## src/rtl/ram_march_bist_if.sv

```systemverilog
// RAM-side bus of the March C- BIST controller.
// master: the BIST controller (port A write, port B read).
// slave:  the dual-port RAM.
interface ram_march_bist_if #(
  parameter int ADDR_W = 5,
  parameter int DATA_W = 4
);
  logic              ram_wea;
  logic [ADDR_W-1:0] ram_addra;
  logic [DATA_W-1:0] ram_dia;
  logic              ram_web;
  logic [ADDR_W-1:0] ram_addrb;
  logic [DATA_W-1:0] ram_dib;
  logic [DATA_W-1:0] ram_dob;

  modport master (
    output ram_wea, ram_addra, ram_dia, ram_web, ram_addrb, ram_dib,
    input  ram_dob
  );

  modport slave (
    input  ram_wea, ram_addra, ram_dia, ram_web, ram_addrb, ram_dib,
    output ram_dob
  );
endinterface

```

## src/rtl/ram_march_bist.sv

```systemverilog
// March C- BIST controller for the 32x4 dual-port RAM.
// Port A is used only for writes, port B only for reads.
// Optional macro BIST_STOP_ON_FAIL_EN: the first mismatch ends the test
// immediately (the write of that compare cycle is suppressed).
//
// state | meaning
// IDLE  | waiting for start
// WR0   | element 0: write zeros, one address per cycle
// RD    | present read address on port B
// CMP   | check port-B data, optionally write, advance address/element
// DONE  | one-cycle done pulse, result latched
module ram_march_bist #(
  parameter int ADDR_W = 5,
  parameter int DEPTH  = 32,
  parameter int DATA_W = 4
) (
  input  logic              clk,
  input  logic              rst,
  input  logic              start,
  output logic              busy,
  output logic              done,
  output logic              pass,
  output logic [ADDR_W-1:0] fail_addr,
  output logic [DATA_W-1:0] fail_data,
  output logic [2:0]        fail_elem,
  output logic [7:0]        err_count,
  ram_march_bist_if.master  ram
);

  typedef enum logic [2:0] {S_IDLE, S_WR0, S_RD, S_CMP, S_DONE} state_t;

  localparam logic [ADDR_W-1:0] ADDR_MAX = ADDR_W'(DEPTH - 1);
  localparam logic [DATA_W-1:0] ZERO     = '0;
  localparam logic [DATA_W-1:0] ONES     = '1;

  state_t            state, state_nxt;
  logic [ADDR_W-1:0] addr, addr_nxt;
  logic [2:0]        elem, elem_nxt;
  logic [ADDR_W-1:0] addrb_q;
  logic              clear, mismatch, stop_now, last_addr, dir_down;
  logic [DATA_W-1:0] exp_rd, wr_val;
  logic              wea_c;
  logic [ADDR_W-1:0] addra_c;
  logic [DATA_W-1:0] dia_c;

  // Element properties: read expectation, write value, direction.
  always_comb begin
    exp_rd    = (elem == 3'd1 || elem == 3'd3 || elem == 3'd5) ? ZERO : ONES;
    wr_val    = (elem == 3'd1 || elem == 3'd3) ? ONES : ZERO;
    dir_down  = (elem == 3'd3 || elem == 3'd4);
    last_addr = dir_down ? (addr == '0) : (addr == ADDR_MAX);
  end

  // Next-state, address sequencing and RAM port-A / status outputs.
  always_comb begin
    state_nxt = state;
    addr_nxt  = addr;
    elem_nxt  = elem;
    clear     = 1'b0;
    mismatch  = 1'b0;
    stop_now  = 1'b0;
    wea_c     = 1'b0;
    addra_c   = '0;
    dia_c     = '0;
    busy      = 1'b0;
    done      = 1'b0;
    case (state)
      S_IDLE: begin
        if (start) begin
          state_nxt = S_WR0;
          addr_nxt  = '0;
          elem_nxt  = 3'd0;
          clear     = 1'b1;
        end
      end
      S_WR0: begin
        busy    = 1'b1;
        wea_c   = 1'b1;
        addra_c = addr;
        dia_c   = ZERO;
        if (addr == ADDR_MAX) begin
          state_nxt = S_RD;
          elem_nxt  = 3'd1;
          addr_nxt  = '0;
        end else begin
          addr_nxt = addr + 1'b1;
        end
      end
      S_RD: begin
        busy      = 1'b1;
        state_nxt = S_CMP;
      end
      S_CMP: begin
        busy     = 1'b1;
        mismatch = (ram.ram_dob != exp_rd);
`ifdef BIST_STOP_ON_FAIL_EN
        stop_now = mismatch;
`else
        stop_now = 1'b0;
`endif
        if (stop_now) begin
          state_nxt = S_DONE;
        end else begin
          if (elem != 3'd5) begin
            wea_c   = 1'b1;
            addra_c = addr;
            dia_c   = wr_val;
          end
          if (last_addr) begin
            if (elem == 3'd5) begin
              state_nxt = S_DONE;
            end else begin
              state_nxt = S_RD;
              elem_nxt  = elem + 3'd1;
              // E3 and E4 walk downward from the top address.
              addr_nxt  = (elem == 3'd2 || elem == 3'd3) ? ADDR_MAX : '0;
            end
          end else begin
            state_nxt = S_RD;
            addr_nxt  = dir_down ? addr - 1'b1 : addr + 1'b1;
          end
        end
      end
      S_DONE: begin
        done      = 1'b1;
        state_nxt = S_IDLE;
        addr_nxt  = '0;
        elem_nxt  = 3'd0;
      end
      default: state_nxt = S_IDLE;
    endcase
  end

  // State, sequencing counters and result registers.
  always_ff @(posedge clk) begin
    if (rst) begin
      state     <= S_IDLE;
      addr      <= '0;
      elem      <= 3'd0;
      addrb_q   <= '0;
      pass      <= 1'b0;
      err_count <= 8'd0;
      fail_addr <= '0;
      fail_data <= '0;
      fail_elem <= 3'd0;
    end else begin
      state <= state_nxt;
      addr  <= addr_nxt;
      elem  <= elem_nxt;
      if (state == S_RD) addrb_q <= addr;
      if (clear) begin
        pass      <= 1'b0;
        err_count <= 8'd0;
        fail_addr <= '0;
        fail_data <= '0;
        fail_elem <= 3'd0;
      end
      if (mismatch) begin
        if (err_count != 8'hFF) err_count <= err_count + 8'd1;
        if (err_count == 8'd0) begin
          fail_addr <= addr;
          fail_data <= ram.ram_dob;
          fail_elem <= elem;
        end
      end
      // Latch the verdict as DONE is entered so it is valid with the pulse.
      if (state == S_CMP && state_nxt == S_DONE)
        pass <= (err_count == 8'd0) && !mismatch;
    end
  end

  // Port B address is only driven fresh in RD and held otherwise.
  assign ram.ram_addrb = (state == S_RD) ? addr : addrb_q;
  assign ram.ram_wea   = wea_c;
  assign ram.ram_addra = addra_c;
  assign ram.ram_dia   = dia_c;
  assign ram.ram_web   = 1'b0;
  assign ram.ram_dib   = '0;

endmodule

```

## src/flat_wrapper.sv

```systemverilog
// flat-port wrapper written by rule: the top's interface ports become plain ports
module ram_march_bist_flat 
#(
  parameter int ADDR_W = 5,
  parameter int DEPTH  = 32,
  parameter int DATA_W = 4
)
  (clk, rst, start, busy, done, pass, fail_addr, fail_data, fail_elem, err_count, ram_ram_wea, ram_ram_addra, ram_ram_dia, ram_ram_web, ram_ram_addrb, ram_ram_dib, ram_ram_dob);
  ram_march_bist_if #(.ADDR_W(ADDR_W), .DATA_W(DATA_W)) ram_i ();
  input  logic clk;
  input  logic rst;
  input  logic start;
  output logic busy;
  output logic done;
  output logic pass;
  output logic [ADDR_W-1:0] fail_addr;
  output logic [DATA_W-1:0] fail_data;
  output logic [2:0] fail_elem;
  output logic [7:0] err_count;
  output wire logic [$bits(ram_i.ram_wea)-1:0] ram_ram_wea;
  output wire logic [$bits(ram_i.ram_addra)-1:0] ram_ram_addra;
  output wire logic [$bits(ram_i.ram_dia)-1:0] ram_ram_dia;
  output wire logic [$bits(ram_i.ram_web)-1:0] ram_ram_web;
  output wire logic [$bits(ram_i.ram_addrb)-1:0] ram_ram_addrb;
  output wire logic [$bits(ram_i.ram_dib)-1:0] ram_ram_dib;
  input wire logic [$bits(ram_i.ram_dob)-1:0] ram_ram_dob;
  assign ram_ram_wea = ram_i.ram_wea;
  assign ram_ram_addra = ram_i.ram_addra;
  assign ram_ram_dia = ram_i.ram_dia;
  assign ram_ram_web = ram_i.ram_web;
  assign ram_ram_addrb = ram_i.ram_addrb;
  assign ram_ram_dib = ram_i.ram_dib;
  assign ram_i.ram_dob = ram_ram_dob;
  ram_march_bist #(.ADDR_W(ADDR_W), .DEPTH(DEPTH), .DATA_W(DATA_W)) u_core (.clk(clk), .rst(rst), .start(start), .busy(busy), .done(done), .pass(pass), .fail_addr(fail_addr), .fail_data(fail_data), .fail_elem(fail_elem), .err_count(err_count), .ram(ram_i));
endmodule
```

## config.mk

```make
export PLATFORM = sky130hd
export DESIGN_NAME = ram_march_bist_flat
export DESIGN_NICKNAME = d
export VERILOG_FILES = /design/src/rtl/ram_march_bist_if.sv /design/src/rtl/ram_march_bist.sv /design/src/flat_wrapper.sv
export SDC_FILE = /design/constraint.sdc
export NUM_CORES = 1
export LEC_CHECK = 0
export BUFFER_PORTS_ARGS = -buffer_cell sky130_fd_sc_hd__buf_4
export CAP_MARGIN = 20
export CORE_ASPECT_RATIO = 1.75
export CORE_MARGIN = 8
export CORE_UTILIZATION = 49
export DETAILED_ROUTE_END_ITERATION = 10
export PLACE_DENSITY = 0.76
export RECOVER_POWER = 50
export SYNTH_ARGS = -nofsm -noshare
export SYNTH_HDL_FRONTEND = slang
export SYNTH_SLANG_ARGS = --single-unit
```

## constraint.sdc

```tcl
create_clock -name clk -period 2.2 [get_ports clk]
set_input_delay 0.44 -clock clk [delete_from_list [all_inputs] [get_ports clk]]
set_output_delay 0.44 -clock clk [all_outputs]
set_load 0.05 [all_outputs]
```

# == After elaboration in Yosys (flattened, before gate mapping) ==
# Index checks and enable logic that the tools add are counted.
# classes
eq_ne,19
shifts,0
mux,46
order_cmp,0
reduce_logical,15
multipliers,0
addsub,4
n_div,0
n_bitwise,0
# ops
operator,count
5-bit 2-to-1 mux,11
3-bit 2-to-1 mux,11
4-bit 2-to-1 mux,7
8-bit 2-to-1 mux,3
3-bit case mux with 4 select lines,2
5-bit case mux with 4 select lines,1
"3-bit by 2-bit equality test with 1-bit output, second input constant",4
"3-bit equality test, second input constant",4
5-bit case mux with 2 select lines,1
1-bit 2-to-1 mux,9
"8-bit by 1-bit adder with 8-bit output, second input constant",1
8-bit zero test,1
"8-bit inequality test, second input constant",1
"3-bit by 1-bit equality test with 1-bit output, second input constant",2
"3-bit inequality test, second input constant",2
"5-bit by 1-bit adder with 5-bit output, second input constant",1
"5-bit equality test, second input constant",1
5-bit zero test,1
5-bit AND reduction,1
"5-bit by 1-bit subtractor with 5-bit output, second input constant",1
1-bit logical OR,4
"2-bit by 1-bit inequality test with 1-bit output, second input constant",2
"2-bit inequality test, second input constant",2
4-bit inequality test,1
other kinds (9),10
# totals
romBits,0
n_memories,0
output_inout_bits,43
mem_bits_rw,0
reg_bits,37
input_bits,7
latch_bits,0
wordCells,93

# == Logic depth before layout (Yosys ltp) ==
# Gate-level depths: netlist of run 1.
# logic_depth
word_depth,9
mapped_depth,8
ltp_nobuf,7

# == Worst setup path after synthesis of run 1 ==
# No wires, ideal clock.
# synth_timing
path_type,reg-to-output
from,register u_core.state[2]
to,output ram_ram_dia[1]
t_arrival_ps,2435
path_buffers,2
t_required_ps,1760
stages_incl_launch_ff,6
setup_slack_ps,-675
path_cell_list,dfxtp_1 nand2b_2 or2_1 buf_2 nor3_1 buf_4
# synth_via
elab_chain_len,2
# synth_lines
item,line_no,source
start: declaration,ram_march_bist.sv:36,"state_t state, state_nxt;"
start signal: assignment,ram_march_bist.sv:147,state <= state_nxt;
3-bit by 2-bit equality test with 1-bit output,ram_march_bist.sv:67,case (state)
4-bit 2-to-1 mux,ram_march_bist.sv:67,
end: declaration,flat_wrapper.sv:22,output wire logic [$bits(ram_i.ram_dia)-1:0] ram_ram_dia;
# No other way between the ends.

# == Worst setup path after layout of run 1 ==
# layout_timing
from,register u_core.elem[0]
to,output ram_ram_addra[1]
# layout_via
elab_chain_len,3
# layout_lines
item,line_no,source
start: declaration,ram_march_bist.sv:38,"logic [2:0] elem, elem_nxt;"
start signal: assignment,ram_march_bist.sv:149,elem <= elem_nxt;
3-bit inequality test,ram_march_bist.sv:104,if (elem != 3'd5) begin
5-bit 2-to-1 mux,ram_march_bist.sv:104,
5-bit case mux with 2 select lines,ram_march_bist.sv:67,
end: declaration,flat_wrapper.sv:21,output wire logic [$bits(ram_i.ram_addra)-1:0] ram_ram_addra;
# No other way between the ends.

==> results of run 1 <==
## worst reg2reg max path, stage by stage (launching register included)
cell and delay, ps:
sky130_fd_sc_hd__dfxtp_1 360, sky130_fd_sc_hd__inv_1 120, sky130_fd_sc_hd__ha_1 200, sky130_fd_sc_hd__or4b_1 470
sky130_fd_sc_hd__nor4_2 290, sky130_fd_sc_hd__nand3_1 190, sky130_fd_sc_hd__buf_12 180, sky130_fd_sc_hd__nand3_1 80
sky130_fd_sc_hd__a21oi_1 70
## layer usage
metal  GRT usage  vias up
met2       0.347       57
li1            -     1123
met5           0        -
met3      0.0347       18
met4      0.0992        0
met1       0.179     1095
## sequential cells by signal, indices dropped and copies added (netlist names)
signal	cells
u_core.addrb_q	5
u_core.err_count	8
u_core.addr	5
u_core.state	3
u_core.elem	3
u_core.fail_data	4
u_core.fail_addr	5
u_core.fail_elem	3
u_core.pass	1
## worst paths after layout
kind / start / depth (start not counted) / end / slack, ps
setup / recovery: u_core.elem[0] / 6 / ram_ram_addra[1] / 90
hold / removal: ram_ram_dob[0] / 3 / u_core.fail_data[0] / 400
setup reg to reg: u_core.err_count[0] / 8 / u_core.fail_elem[2] / 120
hold reg to reg: u_core.fail_addr[3] / 2 / u_core.fail_addr[3] / 470
## cell type report
type	instances	area [um^2]	share of cell area
timing repair buffer	72	475	0.167
clock inverter	1	8.76	0.00309
sequential	37	744	0.262
tap	51	63.8	0.0225
multi-input combinational	216	1410	0.498
inverter	10	37.5	0.0132
clock buffer	7	96.3	0.0339
## kinds of logic (layout without fill, tap and decap cells)
group	count (synthesis)	count (layout)	share of synthesized area
AND/OR/NAND/NOR	119	119	0.279
AO/OA/AOI/OAI	67	67	0.187
flip-flops	37	37	0.327
buffers and inverters	34	90	0.0768
multiplexers	12	12	0.0602
adder cells (fa/ha/maj)	11	11	0.0608
XOR/XNOR	2	2	0.00774
other	1	5	0.00166
## timing repair
action	in CTS	in global routing
resized for setup	2	11
endpoints found under the setup margin	12	23
pin swaps	0	1
## power by group through the flow
stage / clock (W) / sequential (W) / combinational [W]
detailed placement: 0 / 0.000706 / 0.000225
global placement: 0 / 0.000705 / 0.000222
CTS: 0.000551 / 0.000690 / 0.000227
floorplan: 0 / 0.000704 / 0.000157
finish: 0.000546 / 0.000691 / 0.000226
global route: 0.000577 / 0.000692 / 0.000244
## metrics by stage
step           std cells  instance area (um^2)
5_1_grt              394                  2840
6_report             394                  2840
3_3_place_gp         386                  2790
4_1_cts              394                  2900
2_1_floorplan        287                  2300
3_5_place_dp         386                  2790
## cell usage in the layout (no fill, tap or decap), drive strengths merged, types with 7 or more instances in the layout
master  synthesis  layout
a21oi          23      23
nand2          25      25
o21ai          12      12
mux2            7       7
buf            14      48
clkbuf         10      31
and2           12      12
dfxtp          37      37
nor2           20      20
ha             11      11
nand3          24      24
a31oi           7       7
inv            10      11
nor3            7       7
==> qor.tcl, run 1 <==
set qor(outcome) {finished, final reports clean}
set qor(dp_hpwl_mm) 4.85
set qor(placement_rows) 32
set qor(path_clk_slew_ps) 80
set qor(sequence_of_cells_on_the_critical_path) {buf_4, ha_1, buf_4, a31oi_4, and2_1, buf_4}
set qor(viasPerCell) 5.82
set qor(worst_hold_slack_ps) 398
set qor(clock_latency_ps) 290
set qor(utilization) 0.639
set qor(report.final.slew_viol_count) 0
set qor(timing.hold.worst.class) {in -> reg}
set qor(synth_area_leaders) {sky130_fd_sc_hd__dfxtp_1 33%, sky130_fd_sc_hd__ha_1 6.1%, sky130_fd_sc_hd__nand3_1 5.3%}
set qor(power.sequential.fraction) 0.472
set qor(gr-total-overflow) 0
set qor(route.vias.total) 2293
set qor(cts_hold_repair.buffers) 0
set qor(power.internal_w) 0.00105
set qor(dr.first_iter.drc_count) 89
set qor(cellPowerDensity_mw_per_mm2) 515
set qor(synth.yosys.seq_area_share) 0.327
set qor(timing.critical_path.to_type) {primary output}
set qor(finalSetupTns_ps) 0
set qor(endpoints_failing_setup) 0
set qor(syn-cell-area_mm2) 0.00226
set qor(fmax_mhz) 474
set qor(design.final.nets) 360
set qor(insertedDiodeCount) 0
set qor(cts_tree) {built}
set qor(wl_met2_mm) 3.50
set qor(data_arrival_at_the_endpoint_of_the_critical_path_ps) 1670
set qor(dr.max_layer_used) {met4}
set qor(ys_types) 54
set qor(layout_area_growth_over_synthesis_pct) 25.4
set qor(metal_1_wl_mm) 2.38
set qor(clockPowerShare) 0.373
set qor(grt_pass1_vias) 2399
set qor(ios) 50
set qor(fin_crit_sh) 0.959
set qor(syn_avg_cell_area_um2) 8.00
set qor(criticalPathCategory) {reg -> out}
set qor(timing_hold_violations_final) 0
set qor(route.final.wire_length_mm) 6.32
set qor(final_weighted_congestion_in_routability_driven_placement) 0.877
set qor(starting_density_of_the_core) 0.509
set qor(power_switching_share) 0.281
set qor(yosys_register_bits) 37
set qor(buffer_ports.inserted) 44
set qor(final.setup_skew_ps) 7.67
set qor(total_switching_power_w) 0.000412
set qor(post-route-drc-count) 0
set qor(initial_antenna_violation_count) 0
set qor(critical_path.slowest_cell) {sky130_fd_sc_hd__dfxtp_1}
set qor(grt_pass1_wl_mm) 10.6
set qor(dieHeight_um) 106
set qor(period_needed_ps) 2110
set qor(layout-drive-gt1-share) 0.227
set qor(postRouteAntennaNets) 0
set qor(critical_path.max_stage_delay_ps) 320
set qor(timing.critical_path.fanout_max) 6
set qor(synth.most_common_cell) {sky130_fd_sc_hd__dfxtp_1}
set qor(leakagePower_nw) 1.14
set qor(max-vdd-ir-drop_mv) 0.407
set qor(required_ps) 1760
set qor(gr-usage-all-layers) 0.186
set qor(cp.buffers_inverters) 3
set qor(pre_cts_ws_ps) -165
set qor(critical-path-top-cell-by-count) {sky130_fd_sc_hd__buf_4}
set qor(die_width_um) 67.4
set qor(path_delay_family) {buffers and inverters}
set qor(layout_setup_ws_ps) 91.2
set qor(worst_setup_path_start_kind) {flip-flop}
set qor(postSynth.topFlopCell) {sky130_fd_sc_hd__dfxtp_1}
set qor(synth_top_cell_area_share) 0.327
set qor(n_fill_cell) 403
set qor(avgRoutedWirePerCell_um) 16.0
set qor(htreeDepth) 2
set qor(die_area_mm2) 0.00714
set qor(report.power.total_w) 0.00146
set qor(worstMarginPinSlew_ps) 608
set qor(synthesis.yosys.warnings) 0
set qor(timing.slew.headroom) 0.596
set qor(combPwrFrac) 0.155
set qor(ys_top_cells_by_count) {37 x sky130_fd_sc_hd__dfxtp_1, 25 x sky130_fd_sc_hd__nand2_1, 24 x sky130_fd_sc_hd__nand3_1}
set qor(cts_inserted_buffers) 5
set qor(synth_enable_flop_cells) 0
set qor(drtPass1Iterations) 4
set qor(met3_wirelength_um) 212
set qor(area_inside_the_core_boundary_mm2) 0.00444
set qor(cts_setup_buffers) 0
set qor(ys_async_sr_fraction) 0
set qor(clock_sinks) 37
set qor(largest_net_degree_at_the_start_of_global_routing) 31
set qor(max-clock-path-buffers) 2
set qor(synth_top_cell_by_area) {sky130_fd_sc_hd__dfxtp_1}
set qor(maxCapViolCount) 0
set qor(synthesis.instances) 283
set qor(cts.root.buffer_cell) {sky130_fd_sc_hd__clkbuf_8}
Power figures use the tool's default switching activity.
==> inputs of run 2 (changes only) <==
--- a/config.mk
+++ b/config.mk
@@ -9,9 +9,9 @@
 export CAP_MARGIN = 20
 export CORE_ASPECT_RATIO = 1.75
 export CORE_MARGIN = 8
-export CORE_UTILIZATION = 49
+export CORE_UTILIZATION = 58
 export DETAILED_ROUTE_END_ITERATION = 10
-export PLACE_DENSITY = 0.76
+export PLACE_DENSITY = 0.85
 export RECOVER_POWER = 50
 export SYNTH_ARGS = -nofsm -noshare
 export SYNTH_HDL_FRONTEND = slang
==> constraint.sdc (replaced) <==
create_clock -name clk -period 2.6 [get_ports clk]
set_input_delay 0.52 -clock clk [delete_from_list [all_inputs] [get_ports clk]]
set_output_delay 0.52 -clock clk [all_outputs]
set_load 0.05 [all_outputs]
==> run 2 against run 1 <==
  * Count of clock-buffer cells in the layout fell by 1
  * Wire length decreased by 0.71%
  * Global-route usage up 1.1 points
  * Non-clock buffer count down 20
  * Critical path depth is 2 lower
  * Final cell count shrank 5.8%
  * Register-to-register slack better by 100 ps
  * Highest routed layer unchanged
  * Worst setup slack improved by 90 ps
==> qor.tcl, run 2 (synthesized netlist as in run 1, its figures left out) <==
set qor(worst-r2r-setup-slack_ps) 220 ;# +100 ps
set qor(timing.hold.worst.class) {reg -> reg}
set qor(clock_sinks) 37 ;# unchanged
set qor(post-route-drc-count) 0 ;# unchanged
set qor(report.final.slew_viol_count) 0 ;# unchanged
set qor(sequence_of_cells_on_the_critical_path) {nand2b_2, or2_1, nor3_2, buf_4}
set qor(die_area_mm2) 0.00624 ;# -13%
set qor(critical_path.slowest_cell) {sky130_fd_sc_hd__dfxtp_1}
set qor(placement_rows) 30 ;# -6.3%
set qor(path_clk_slew_ps) 80 ;# about the same
set qor(worst_setup_path_start_kind) {flip-flop}
set qor(grt_pass1_vias) 2253 ;# -6.1%
set qor(dieHeight_um) 98.6 ;# -6.9%
set qor(timing.critical_path.to_type) {primary output}
set qor(final_weighted_congestion_in_routability_driven_placement) 0.912 ;# +4.0%
set qor(globalRouteMet3Util) 0.0443 ;# +0.00962
set qor(report.power.total_w) 0.00129 ;# -12%
set qor(criticalPathCategory) {reg -> out}
set qor(route.vias.total) 2258 ;# -1.5%
set qor(drtPass1Iterations) 4 ;# unchanged
set qor(ios) 50 ;# unchanged
set qor(combPwrFrac) 0.126 ;# -0.029
set qor(unrepaired_setup_endpoints_after_global_routing) {no}
set qor(largest_register) {u_core.err_count}
set qor(gr-usage-all-layers) 0.197 ;# +0.0110
set qor(data_arrival_at_the_endpoint_of_the_critical_path_ps) 1900 ;# +230 ps
set qor(cts_tree) {built}
set qor(max-clock-path-buffers) 2 ;# unchanged
set qor(maxCapViolCount) 0 ;# unchanged
set qor(clock_latency_ps) 300 ;# about the same
set qor(worstMarginPinSlew_ps) 650 ;# +41.9 ps
set qor(required_ps) 2080 ;# +320 ps
set qor(footprint_of_the_multi_input_gates_mm2) 0.00138 ;# -2.7%
set qor(dr.first_iter.drc_count) 96 ;# +7.9%
set qor(critical_path.max_stage_delay_ps) 410 ;# +90 ps
set qor(htreeDepth) 2 ;# unchanged
set qor(buffer_ports.inserted) 44 ;# unchanged
set qor(insertedDiodeCount) 0 ;# unchanged
set qor(cts.root.buffer_cell) {sky130_fd_sc_hd__clkbuf_8}
set qor(grt_pass1_wl_mm) 10.2 ;# -4.2%
set qor(power.internal_w) 0.000937 ;# -11%
set qor(power.sequential.fraction) 0.459 ;# -0.013
set qor(finalNonFillerCells) 371 ;# -5.8%
set qor(largest_register_ffs) 8 ;# unchanged
set qor(avgRoutedWirePerCell_um) 16.9 ;# +5.4%
set qor(leakagePower_nw) 1.03 ;# -9.7%
set qor(design.final.nets) 340 ;# -5.6%
set qor(final-seq-area_um2) 742 ;# -0.34%
set qor(period_needed_ps) 2420
set qor(n_fill_cell) 371 ;# -7.9%
set qor(initial_antenna_violation_count) 0 ;# unchanged
set qor(layout_area_growth_over_synthesis_pct) 16.3
set qor(outcome) {finished, final reports clean}
set qor(gr-total-overflow) 0 ;# unchanged
set qor(timing_hold_violations_final) 0 ;# unchanged
set qor(endpoints_failing_setup) 0 ;# unchanged
set qor(globalRouteMet1Util) 0.188 ;# +0.00805
set qor(max-vdd-ir-drop_mv) 0.422 ;# +3.8%
set qor(mostFrequentLayoutCells) {36 x sky130_fd_sc_hd__dfxtp_1, 27 x sky130_fd_sc_hd__buf_4, 25 x sky130_fd_sc_hd__nand2_1}
set qor(total_switching_power_w) 0.000350 ;# -15%
set qor(starting_density_of_the_core) 0.591 ;# +0.0819
set qor(timing.slew.headroom) 0.569 ;# -0.0278
set qor(layout.cells.most_common) {sky130_fd_sc_hd__dfxtp_1}
set qor(fin_crit_sh) 0.930
set qor(busiest_metal_layer_after_global_routing) {met2}
set qor(timing.critical_path.fanout_max) 11 ;# +5
set qor(worst_hold_slack_ps) 468 ;# +70.1 ps
set qor(utilization) 0.688 ;# +0.0488
set qor(globalRouteMet2Util) 0.375 ;# +0.0280
set qor(cts_setup_buffers) 0 ;# unchanged
set qor(power_switching_share) 0.272 ;# -0.00957
set qor(die_width_um) 63.2 ;# -6.2%
set qor(cellPowerDensity_mw_per_mm2) 489 ;# -5.1%
set qor(route.final.wire_length_mm) 6.27 ;# -0.71%
set qor(dp_hpwl_mm) 4.61 ;# -4.8%
set qor(final.setup_skew_ps) 12.1 ;# +4.43 ps
set qor(finalSetupTns_ps) 0 ;# unchanged
set qor(fmax_mhz) 413
set qor(area_inside_the_core_boundary_mm2) 0.00383 ;# -14%
set qor(clockPowerShare) 0.415 ;# +0.042
set qor(cts_inserted_buffers) 5 ;# unchanged
set qor(largest_net_degree_at_the_start_of_global_routing) 31 ;# unchanged
set qor(postRouteAntennaNets) 0 ;# unchanged
set qor(place.detailed.instances) 363 ;# -6.0%
set qor(viasPerCell) 6.09 ;# +4.6%
set qor(layout-drive-gt1-share) 0.152 ;# -0.0757
[run 2: per-layer routing]
layer	routed length [um]	vias up
met5	0	-
met4	206	0
met3	341	24
met2	3420	90
met1	2300	1068
li1	-	1076
[run 2: power groups by stage]
stage	Sequential, W	Combinational [W]	Clock (W)
3_5_place_dp	0.000603	0.000161	0
5_1_grt	0.000592	0.000177	0.000555
2_1_floorplan	0.000596	0.000131	0
4_1_cts	0.000590	0.000163	0.000534
3_3_place_gp	0.000602	0.000160	0
6_report	0.000591	0.000162	0.000534
[run 2: layout make-up]
cell class | instances | share of cell area
clock inverters | 2 | 0.0143
repair buffers | 52 | 0.113
clock buffers | 6 | 0.0314
flip-flops and latches | 37 | 0.282
inverters | 10 | 0.0143
multi-input cells | 216 | 0.522
well taps | 48 | 0.0228
[run 2: final timing paths]
| path | end | depth (start not counted) | start |
|---|---|---|---|
| setup reg to reg | u_core.pass | 7 | u_core.addr[1] |
| hold reg to reg | u_core.fail_data[3] | 2 | u_core.fail_data[3] |
| setup / recovery | ram_ram_dia[0] | 4 | u_core.state[2] |
| hold / removal | u_core.fail_data[3] | 2 | u_core.fail_data[3] |
[run 2: stage by stage]
| stage | instance area [um^2] | setup WS, ps |
|---|---|---|
| after floorplan | 2290 | 185 |
| after global placement | 2600 | 338 |
| after detailed placement | 2600 | 300 |
| after CTS | 2720 | 165 |
| after global routing | 2630 | 53.6 |
| final | 2630 | 182 |
[run 2: repair_timing]
action | 4_1_cts | 5_1_grt
resized for setup | 0 | 1
hold buffers | 0 | 0
endpoints found under the setup margin | 0 | 4
[run 2: worst max-delay path: cells and delay by family (launching register included)]
| kind | cells | cell delay (ps) |
|---|---|---|
| simple gates | 3 | 930 |
| flops | 1 | 410 |
| buf+inv | 1 | 250 |
